**src/rtl/mem_stage_lsu.sv**
```systemverilog
// ---------------------------------------------------------------------------
// mem_stage_lsu
//
// RV32I MEM-stage load/store unit. Takes a decoded load/store from the
// EX/MEM register and runs one req/ack transaction on the data-memory port.
// It generates the byte enables and replicates the store data across lanes.
// For loads, it extracts and sign/zero-extends the returned lane and passes it
// to writeback together with rd. It stalls the upstream pipeline while the
// access is outstanding.
//
// Build option:
//   MISALIGN_TRAP_EN - when defined, a misaligned half or word access is
//                      rejected with access_err instead of being issued.
//                      When undefined, the low address bits that a half or
//                      word access does not use are ignored.
//
// Parameters:
//   ADDR_W   - width of addr / dmem_addr
//   MAX_WAIT - BUSY cycles without dmem_ack before a timeout error (0 = off)
//
// Ports:
//   clk, reset            rising-edge clock, synchronous active-high reset
//   ex_valid, mem_read,   decoded instruction from EX/MEM
//   mem_write, inst_size,
//   load_unsigned, addr,
//   store_data, rd
//   stall                 hold EX/MEM and all upstream stages
//   wb_valid/wb_rd/wb_data one-cycle load result to writeback
//   access_err            one-cycle error pulse (illegal, misaligned, timeout)
//   dmem_*                data-memory request/ack port
// ---------------------------------------------------------------------------
module mem_stage_lsu #(
   parameter int ADDR_W   = 32,
   parameter int MAX_WAIT = 255
) (
   input  logic              clk,
   input  logic              reset,
   input  logic              ex_valid,
   input  logic              mem_read,
   input  logic              mem_write,
   input  logic [1:0]        inst_size,
   input  logic              load_unsigned,
   input  logic [ADDR_W-1:0] addr,
   input  logic [31:0]       store_data,
   input  logic [4:0]        rd,
   output logic              stall,
   output logic              wb_valid,
   output logic [4:0]        wb_rd,
   output logic [31:0]       wb_data,
   output logic              access_err,
   output logic              dmem_req,
   output logic              dmem_we,
   output logic [ADDR_W-1:0] dmem_addr,
   output logic [3:0]        dmem_be,
   output logic [31:0]       dmem_wdata,
   input  logic              dmem_ack,
   input  logic [31:0]       dmem_rdata
);

   localparam logic [0:0] S_IDLE = 1'b0;
   localparam logic [0:0] S_BUSY = 1'b1;

   localparam int CNT_W = (MAX_WAIT > 1) ? $clog2(MAX_WAIT + 1) : 1;
   localparam logic [CNT_W-1:0] WAIT_LAST = (MAX_WAIT > 0) ? CNT_W'(MAX_WAIT - 1) : '0;

   logic [0:0]        r_state;
   logic [CNT_W-1:0]  r_wait;
   logic              r_dmem_req;
   logic              r_dmem_we;
   logic [ADDR_W-1:0] r_dmem_addr;
   logic [3:0]        r_dmem_be;
   logic [31:0]       r_dmem_wdata;
   logic              r_is_load;
   logic [1:0]        r_size;
   logic              r_unsigned;
   logic [1:0]        r_lane;
   logic [4:0]        r_rd;
   logic              r_wb_valid;
   logic [4:0]        r_wb_rd;
   logic [31:0]       r_wb_data;
   logic              r_err;

   logic              w_memop;
   logic              w_misalign;
   logic              w_reject;
   logic              w_timeout;
   logic [3:0]        w_be;
   logic [31:0]       w_wdata;

   // Selects the addressed lane and extends it to 32 bits.
   function automatic logic [31:0] load_extract(input logic [31:0] d,
                                                input logic [1:0]  sz,
                                                input logic [1:0]  lane,
                                                input logic        uns);
      logic [7:0]  b;
      logic [15:0] h;
      case (lane)
         2'b00:   b = d[7:0];
         2'b01:   b = d[15:8];
         2'b10:   b = d[23:16];
         default: b = d[31:24];
      endcase
      h = lane[1] ? d[31:16] : d[15:0];
      case (sz)
         2'b00:   load_extract = {{24{b[7] & ~uns}}, b};
         2'b01:   load_extract = {{16{h[15] & ~uns}}, h};
         default: load_extract = d;
      endcase
   endfunction

   assign w_memop = ex_valid & (mem_read | mem_write);

`ifdef MISALIGN_TRAP_EN
   assign w_misalign = ((inst_size == 2'b01) && addr[0]) ||
                       ((inst_size == 2'b10) && (addr[1:0] != 2'b00));
`else
   assign w_misalign = 1'b0;
`endif

   assign w_reject = (inst_size == 2'b11) | (mem_read & mem_write) | w_misalign;

   // Timeout fires in the last permitted BUSY cycle, so the instruction
   // leaves EX/MEM on the same edge an ack would have released it.
   assign w_timeout = (MAX_WAIT > 0) && (r_state == S_BUSY) && !dmem_ack &&
                      (r_wait == WAIT_LAST);

   always_comb begin
      w_be    = 4'b1111;
      w_wdata = store_data;
      case (inst_size)
         2'b00: begin
            w_be    = 4'b0001 << addr[1:0];
            w_wdata = {4{store_data[7:0]}};
         end
         2'b01: begin
            w_be    = addr[1] ? 4'b1100 : 4'b0011;
            w_wdata = {2{store_data[15:0]}};
         end
         default: begin
            w_be    = 4'b1111;
            w_wdata = store_data;
         end
      endcase
   end

   // Stall covers the accept cycle and every BUSY cycle still waiting.
   assign stall = !reset &&
                  (((r_state == S_IDLE) && w_memop && !w_reject) ||
                   ((r_state == S_BUSY) && !dmem_ack && !w_timeout));

   always_ff @(posedge clk) begin
      if (reset) begin
         r_state      <= S_IDLE;
         r_wait       <= '0;
         r_dmem_req   <= 1'b0;
         r_dmem_we    <= 1'b0;
         r_dmem_addr  <= '0;
         r_dmem_be    <= 4'b0000;
         r_dmem_wdata <= 32'h0;
         r_is_load    <= 1'b0;
         r_size       <= 2'b00;
         r_unsigned   <= 1'b0;
         r_lane       <= 2'b00;
         r_rd         <= 5'd0;
         r_wb_valid   <= 1'b0;
         r_wb_rd      <= 5'd0;
         r_wb_data    <= 32'h0;
         r_err        <= 1'b0;
      end else begin
         r_wb_valid <= 1'b0;
         r_err      <= 1'b0;
         if (r_state == S_IDLE) begin
            if (w_memop) begin
               if (w_reject) begin
                  r_err <= 1'b1;
               end else begin
                  r_state      <= S_BUSY;
                  r_wait       <= '0;
                  r_dmem_req   <= 1'b1;
                  r_dmem_we    <= mem_write;
                  r_dmem_addr  <= {addr[ADDR_W-1:2], 2'b00};
                  r_dmem_be    <= w_be;
                  r_dmem_wdata <= w_wdata;
                  r_is_load    <= mem_read;
                  r_size       <= inst_size;
                  r_unsigned   <= load_unsigned;
                  r_lane       <= addr[1:0];
                  r_rd         <= rd;
               end
            end
         end else begin
            if (dmem_ack) begin
               r_state    <= S_IDLE;
               r_dmem_req <= 1'b0;
               if (r_is_load) begin
                  r_wb_valid <= 1'b1;
                  r_wb_rd    <= r_rd;
                  r_wb_data  <= load_extract(dmem_rdata, r_size, r_lane, r_unsigned);
               end
            end else if (w_timeout) begin
               r_state    <= S_IDLE;
               r_dmem_req <= 1'b0;
               r_err      <= 1'b1;
            end else begin
               r_wait <= r_wait + 1'b1;
            end
         end
      end
   end

   assign wb_valid   = r_wb_valid;
   assign wb_rd      = r_wb_rd;
   assign wb_data    = r_wb_data;
   assign access_err = r_err;
   assign dmem_req   = r_dmem_req;
   assign dmem_we    = r_dmem_we;
   assign dmem_addr  = r_dmem_addr;
   assign dmem_be    = r_dmem_be;
   assign dmem_wdata = r_dmem_wdata;

endmodule

```
**config.mk**
```make
export PLATFORM = sky130hd
export DESIGN_NAME = mem_stage_lsu
export DESIGN_NICKNAME = d
export VERILOG_FILES = /design/src/rtl/mem_stage_lsu.sv
export SDC_FILE = /design/constraint.sdc
export NUM_CORES = 1
export LEC_CHECK = 0
export BUFFER_PORTS_ARGS = -buffer_cell sky130_fd_sc_hd__buf_2
export CAP_MARGIN = 20
export CORE_MARGIN = 2
export CORE_UTILIZATION = 45
export CTS_BUF_LIST = sky130_fd_sc_hd__clkbuf_8
export CTS_CLUSTER_SIZE = 12
export DETAILED_ROUTE_END_ITERATION = 8
export MAX_ROUTING_LAYER = met4
export PLACE_DENSITY = 0.78
export SYNTH_ARGS = -nofsm -noshare
export SYNTH_HDL_FRONTEND = slang
export SYNTH_SLANG_ARGS = --single-unit
```
**constraint.sdc**
```tcl
create_clock -name clk -period 2.9 [get_ports clk]
set_input_delay 0.145 -clock clk [delete_from_list [all_inputs] [get_ports clk]]
set_output_delay 0.145 -clock clk [all_outputs]
set_load 0.01 [all_outputs]
```
After elaboration in Yosys (flattened, before gate mapping)

Cells that the tools add are included.

Add/subtract/negate cells: 1
Equality and inequality tests: 10
Shift operators: 1
Multiplexer cells: 31
Bitwise operators: 10
Reductions and logical operators: 20

Operator list:

| cell                                                                     | number |
|---|---|
| 32-bit one-hot mux with 2 select lines                                   | 2 |
| 8-bit 2-to-1 mux                                                         | 9 |
| 8-bit one-hot mux with 3 select lines                                    | 1 |
| 1-bit 2-to-1 mux                                                         | 16 |
| 16-bit 2-to-1 mux                                                        | 1 |
| 3-bit AND reduction                                                      | 3 |
| 8-bit by 1-bit adder with 8-bit output (second input constant)           | 1 |
| 8-bit == test (second input constant)                                    | 1 |
| 4-bit one-hot mux with 2 select lines                                    | 1 |
| 2-bit by 1-bit == test with 1-bit output (second input constant)         | 3 |
| 1-bit logical AND                                                        | 6 |
| 2-bit logical NOT                                                        | 3 |
| 2-bit inequality test (second input constant)                            | 3 |
| 1-bit bitwise AND                                                        | 4 |
| 2-bit == test (second input constant)                                    | 2 |
| 1-bit logical NOT                                                        | 4 |
| 4-bit 2-to-1 mux                                                         | 1 |
| 1-bit inverter                                                           | 4 |
| 4-bit AND reduction                                                      | 1 |
| 1-bit by 2-bit << shifter with 4-bit output (first input constant)       | 1 |
| 3-bit by 2-bit inequality test with 1-bit output (second input constant) | 1 |
| 3-bit OR reduction                                                       | 1 |
| 1-bit bitwise OR                                                         | 2 |
| 2-bit nonzero test                                                       | 1 |
| 1-bit logical OR                                                         | 1 |

Register bits after elaboration: 127
Input bits: 110
Output and inout bits: 110
Logic and storage cells: 89

Logic depth before layout (Yosys ltp)

Word-level depth: 8
Gate-level depth with buffers: 7
Mapped depth without buffers: 6

Worst setup path after synthesis

Ideal clock, no wire load.

Path type: register to register
Start point: register r_lane[1]
End point: register r_wb_data[16], in the netlist wb_data[16]
Setup time: 0.134 ns
Arrival: 1.302 ns
Data required time: 2.766 ns
Path slack: 1.464 ns
Stages on the path, launching flop included: 7
Buffers on the path: 2
Clock period less this slack: 1.436 ns
Path through: dfxtp_1 -> buf_2 -> mux2i_1 -> mux2i_1 -> a21oi_2 -> buf_4 -> a211oi_1

Cells in the longest elaborated chain, start to end: 8
Elaborated cells on any way between the ends: 12
Those cells by class: 2 x eq/ne; 7 x mux; 2 x bitwise; 1 x reduce/logical

RTL lines:

| what                                     | RTL line | text |
|---|---|---|
| start, declared                          | 76       | `logic [1:0] r_lane;` |
| start signal, assigned                   | 187      | `r_lane <= addr[1:0];` |
| 2-bit == test (tied with other cells)    | 97       | `case (lane)` |
| 8-bit one-hot mux with 3 select lines    | 97       |  |
| 8-bit 2-to-1 mux                         | 195      | `if (r_is_load) begin` |
| 8-bit 2-to-1 mux                         | 192      | `if (dmem_ack) begin` |
| 8-bit 2-to-1 mux                         | 172      | `if (r_state == S_IDLE) begin` |
| 8-bit 2-to-1 mux                         | 152      | `if (reset) begin` |
| 1-bit bitwise AND                        | 105      | `2'b00: load_extract = {{24{b[7] & ~uns}}, b};` |
| 32-bit one-hot mux with 2 select lines * | 104      | `case (sz)` |
| end signal, assigned                     | 198      | `r_wb_data <= load_extract(dmem_rdata, r_size, r_lane, r_unsigned);` |
| end, declared                            | 80       | `logic [31:0] r_wb_data;` |

Mark *: on every way between the ends. The rest lies on a longest branch, timed or not. The select of a mux whose other input is x is not followed.
A chain may end at the register's enable or synchronous reset.

Worst setup path after layout

Start point: register r_lane[1]
End point: register r_wb_data[20], in the netlist wb_data[20]

Same word-level chain as after synthesis.

==> results.tsv <==
metric	value	unit
rsz0062_at_grt	no	
ios	220	
ctsResizeCount	0	
cts_hold_buf	83	
cts_setup_buffers	0	
grt_pass1_wl	27.6	mm
fin_nets	1059	
required	3180	ps
cp-end-kind	flip-flop	
yosys.area_share.xor_xnor	0.488	%
r2r_end	wb_data[20]	
fin_worst_skew	8.35	ps
p_per_area	495	nW/µm²
clk_latency	440	ps
reg2reg_depth	5	
finalSetupTns	0	ps
synth_area_per_cell	8.07	µm²
arrival	2250	ps
synth_async_sr_flop_share	0	%
p_int	0.00278	W
drc	0	
htree_levels	4	
grt_overflow_total	0	
ir_drop	0.381	mV
ys_seq_area_share	47.2	%
grt_antenna_before_repair	1	
routedWlPerCell	16.0	µm
path_class	flip-flop to flip-flop	
synthSimpleGateAreaFrac	21.8	%
cts_buffers	17	
vias	5875	
min_to	wb_data[8]	
hold_viol	0	
synth_compound_area_share	20.0	%
first_iter_violations	419	
hpwl	11.0	mm
p_leak	3.26	nW
worstPathMaxFanout	16	
drt-pass1-iter-count	5	
clockBufferDepth	2	
cts_tree	built	
hold_depth	3	
period_share	68.1	%
hp-start	dmem_rdata[8]	
worst_pin_slew	819	ps
ys.flop_type	dfxtp_1	
drt-total-wl	17.6	mm
rrSetupSlack	930	ps
drive_gt1_share	27.2	%
rows	39	
report.final.slew_viol_count	0	
fp.dieArea	12800	µm²
maxSlewHeadroom	45.3	%
grt_max_degree	65	
cts_root_buf	clkbuf_8	
synth_warnings	0	
start_util	46.5	%
grt_usage	27.9	%
timing.rr.start	r_lane[1]	
core_area	11600	µm²
syn-cell-area	5380	µm²
syn_inst	667	
clk_pin_slew	70	ps
gp_congestion	0.877	
sw_frac_of_total	26.9	%
setup_violations	0	
fin_util	66.5	%
min_path_type	input port to flip-flop	
ys_ff_latch	127	
area_growth	42.8	%
final_common_cell	buf_2	
final_cell_mix	216 x buf_2, 169 x nand2_1, 127 x dfxtp_1	
clockPowerShare	35.3	%
vias_per_cell	5.34	
synth_top_family_by_area	simple AND/OR/NAND/NOR gates	
synth_cell_type_count	44	
status	complete, no violations	
max_cap_viol_count	0	
ant_nets	0	
p_switching	0.00102	W
cts.sinks	127	
p_seq_share	48.9	%
io_buffer_count	217	
muxShareOfSynthArea	5.02	%
synth_edf_count	0	
p_comb_share	15.8	%
die_h	113	µm
synthAdderAreaFrac	0.465	%
fin_crit	1970	ps
grt_pass1_vias	5621	
fmax	0.507	GHz
die_w	113	µm
critPathLaunchType	flip-flop	
[how the worst max path moves through the flow]
stage,from,end,slack (ps),depth (start not counted)
finish,r_lane[1],wb_data[20],930,5
global route,r_wait[1],stall,730,5
CTS,r_wait[0],stall,910,6
detailed placement,r_lane[1],wb_data[20],960,5
global placement,r_lane[1],wb_data[19],1030,5
floorplan,r_lane[1],wb_data[16],1460,6
[power groups by stage]
| stage | clock, W | combinational [W] | sequential (W) |
|---|---|---|---|
| global route | 0.00144 | 0.000654 | 0.00187 |
| finish | 0.00134 | 0.000601 | 0.00186 |
| global placement | 0 | 0.000498 | 0.00189 |
| CTS | 0.00138 | 0.000589 | 0.00186 |
| detailed placement | 0 | 0.000501 | 0.00190 |
| floorplan | 0 | 0.000250 | 0.00192 |
[state kept, by name, summed over array words and instances, names as in the netlist, 2 cells and up]
signal / count
dmem_wdata: 32
r_rd: 5
r_lane: 2
wb_rd: 5
wb_data: 32
r_wait: 8
r_size: 2
dmem_be: 4
dmem_addr: 30
[cells in the mapped netlist (2+ instances only)]
library cell | count | area [µm²]
a211oi_1 | 36 | 270
a21oi_1 | 78 | 390
a21oi_2 | 2 | 17.5
a311oi_1 | 17 | 149
a32oi_1 | 7 | 61.3
and3_1 | 3 | 18.8
buf_1 | 2 | 7.51
buf_2 | 14 | 70.1
buf_4 | 7 | 52.6
clkbuf_1 | 27 | 101
dfxtp_1 | 127 | 2540
ha_1 | 2 | 25.0
inv_1 | 4 | 15.0
mux2i_1 | 27 | 270
nand2_1 | 169 | 634
nand2b_1 | 5 | 31.3
nand3_1 | 4 | 20.0
nand4_1 | 3 | 18.8
nand4b_1 | 2 | 17.5
nor2_1 | 64 | 240
nor2b_1 | 4 | 25.0
nor3_1 | 4 | 20.0
nor4_1 | 7 | 43.8
o211ai_1 | 10 | 75.1
o21ai_0 | 12 | 60.1
o21ai_1 | 3 | 15.0
or3_1 | 8 | 50.1
xor2_1 | 3 | 26.3
[critical path, stage by stage, from the launching register on]
cell	delay (ps)
dfxtp_1	310
buf_4	230
mux2i_1	330
mux2i_1	140
a21oi_2	640
a211oi_1	160
[logic make-up after synthesis]
logic type	count (synthesis)
AO/OA/AOI/OAI	170
XOR/XNOR	3
adder cells (fa/ha/maj)	2
buffers and inverters	57
flip-flops	127
multiplexers	27
other	1
AND/OR/NAND/NOR	280
[through the flow]
step / cells / setup WS (ps) / total power [W] / instance area, µm² / hold slack, ps
after CTS: 1100 / 913 / 0.00382 / 7680 / 0.550
final: 1101 / 926 / 0.00380 / 7690 / 29.9
after floorplan: 668 / 1460 / 0.00217 / 5390 / 241
after global routing: 1101 / 732 / 0.00396 / 7690 / 26.9
after detailed placement: 988 / 959 / 0.00240 / 6520 / 392
after global placement: 988 / 1030 / 0.00239 / 6520 / 385
[cell type report]
class / instances / area [µm²]
fillers: 975 / 3880
clock buffers: 19 / 262
well taps: 143 / 179
multi-input cells: 484 / 2590
diodes: 1 / 2.50
repair buffers: 311 / 2010
inverters: 6 / 22.5
flip-flops and latches: 127 / 2540
clock inverters: 10 / 76.3
[routing by layer]
layer	track usage, %	vias up	share of wire (%)
met4	10.2	0	2.5
li1	-	2874	-
met2	46.3	302	49
met5	-	-	0
met3	7.98	38	8.2
met1	32.2	2661	40
(Power assumes the default switching activity.)
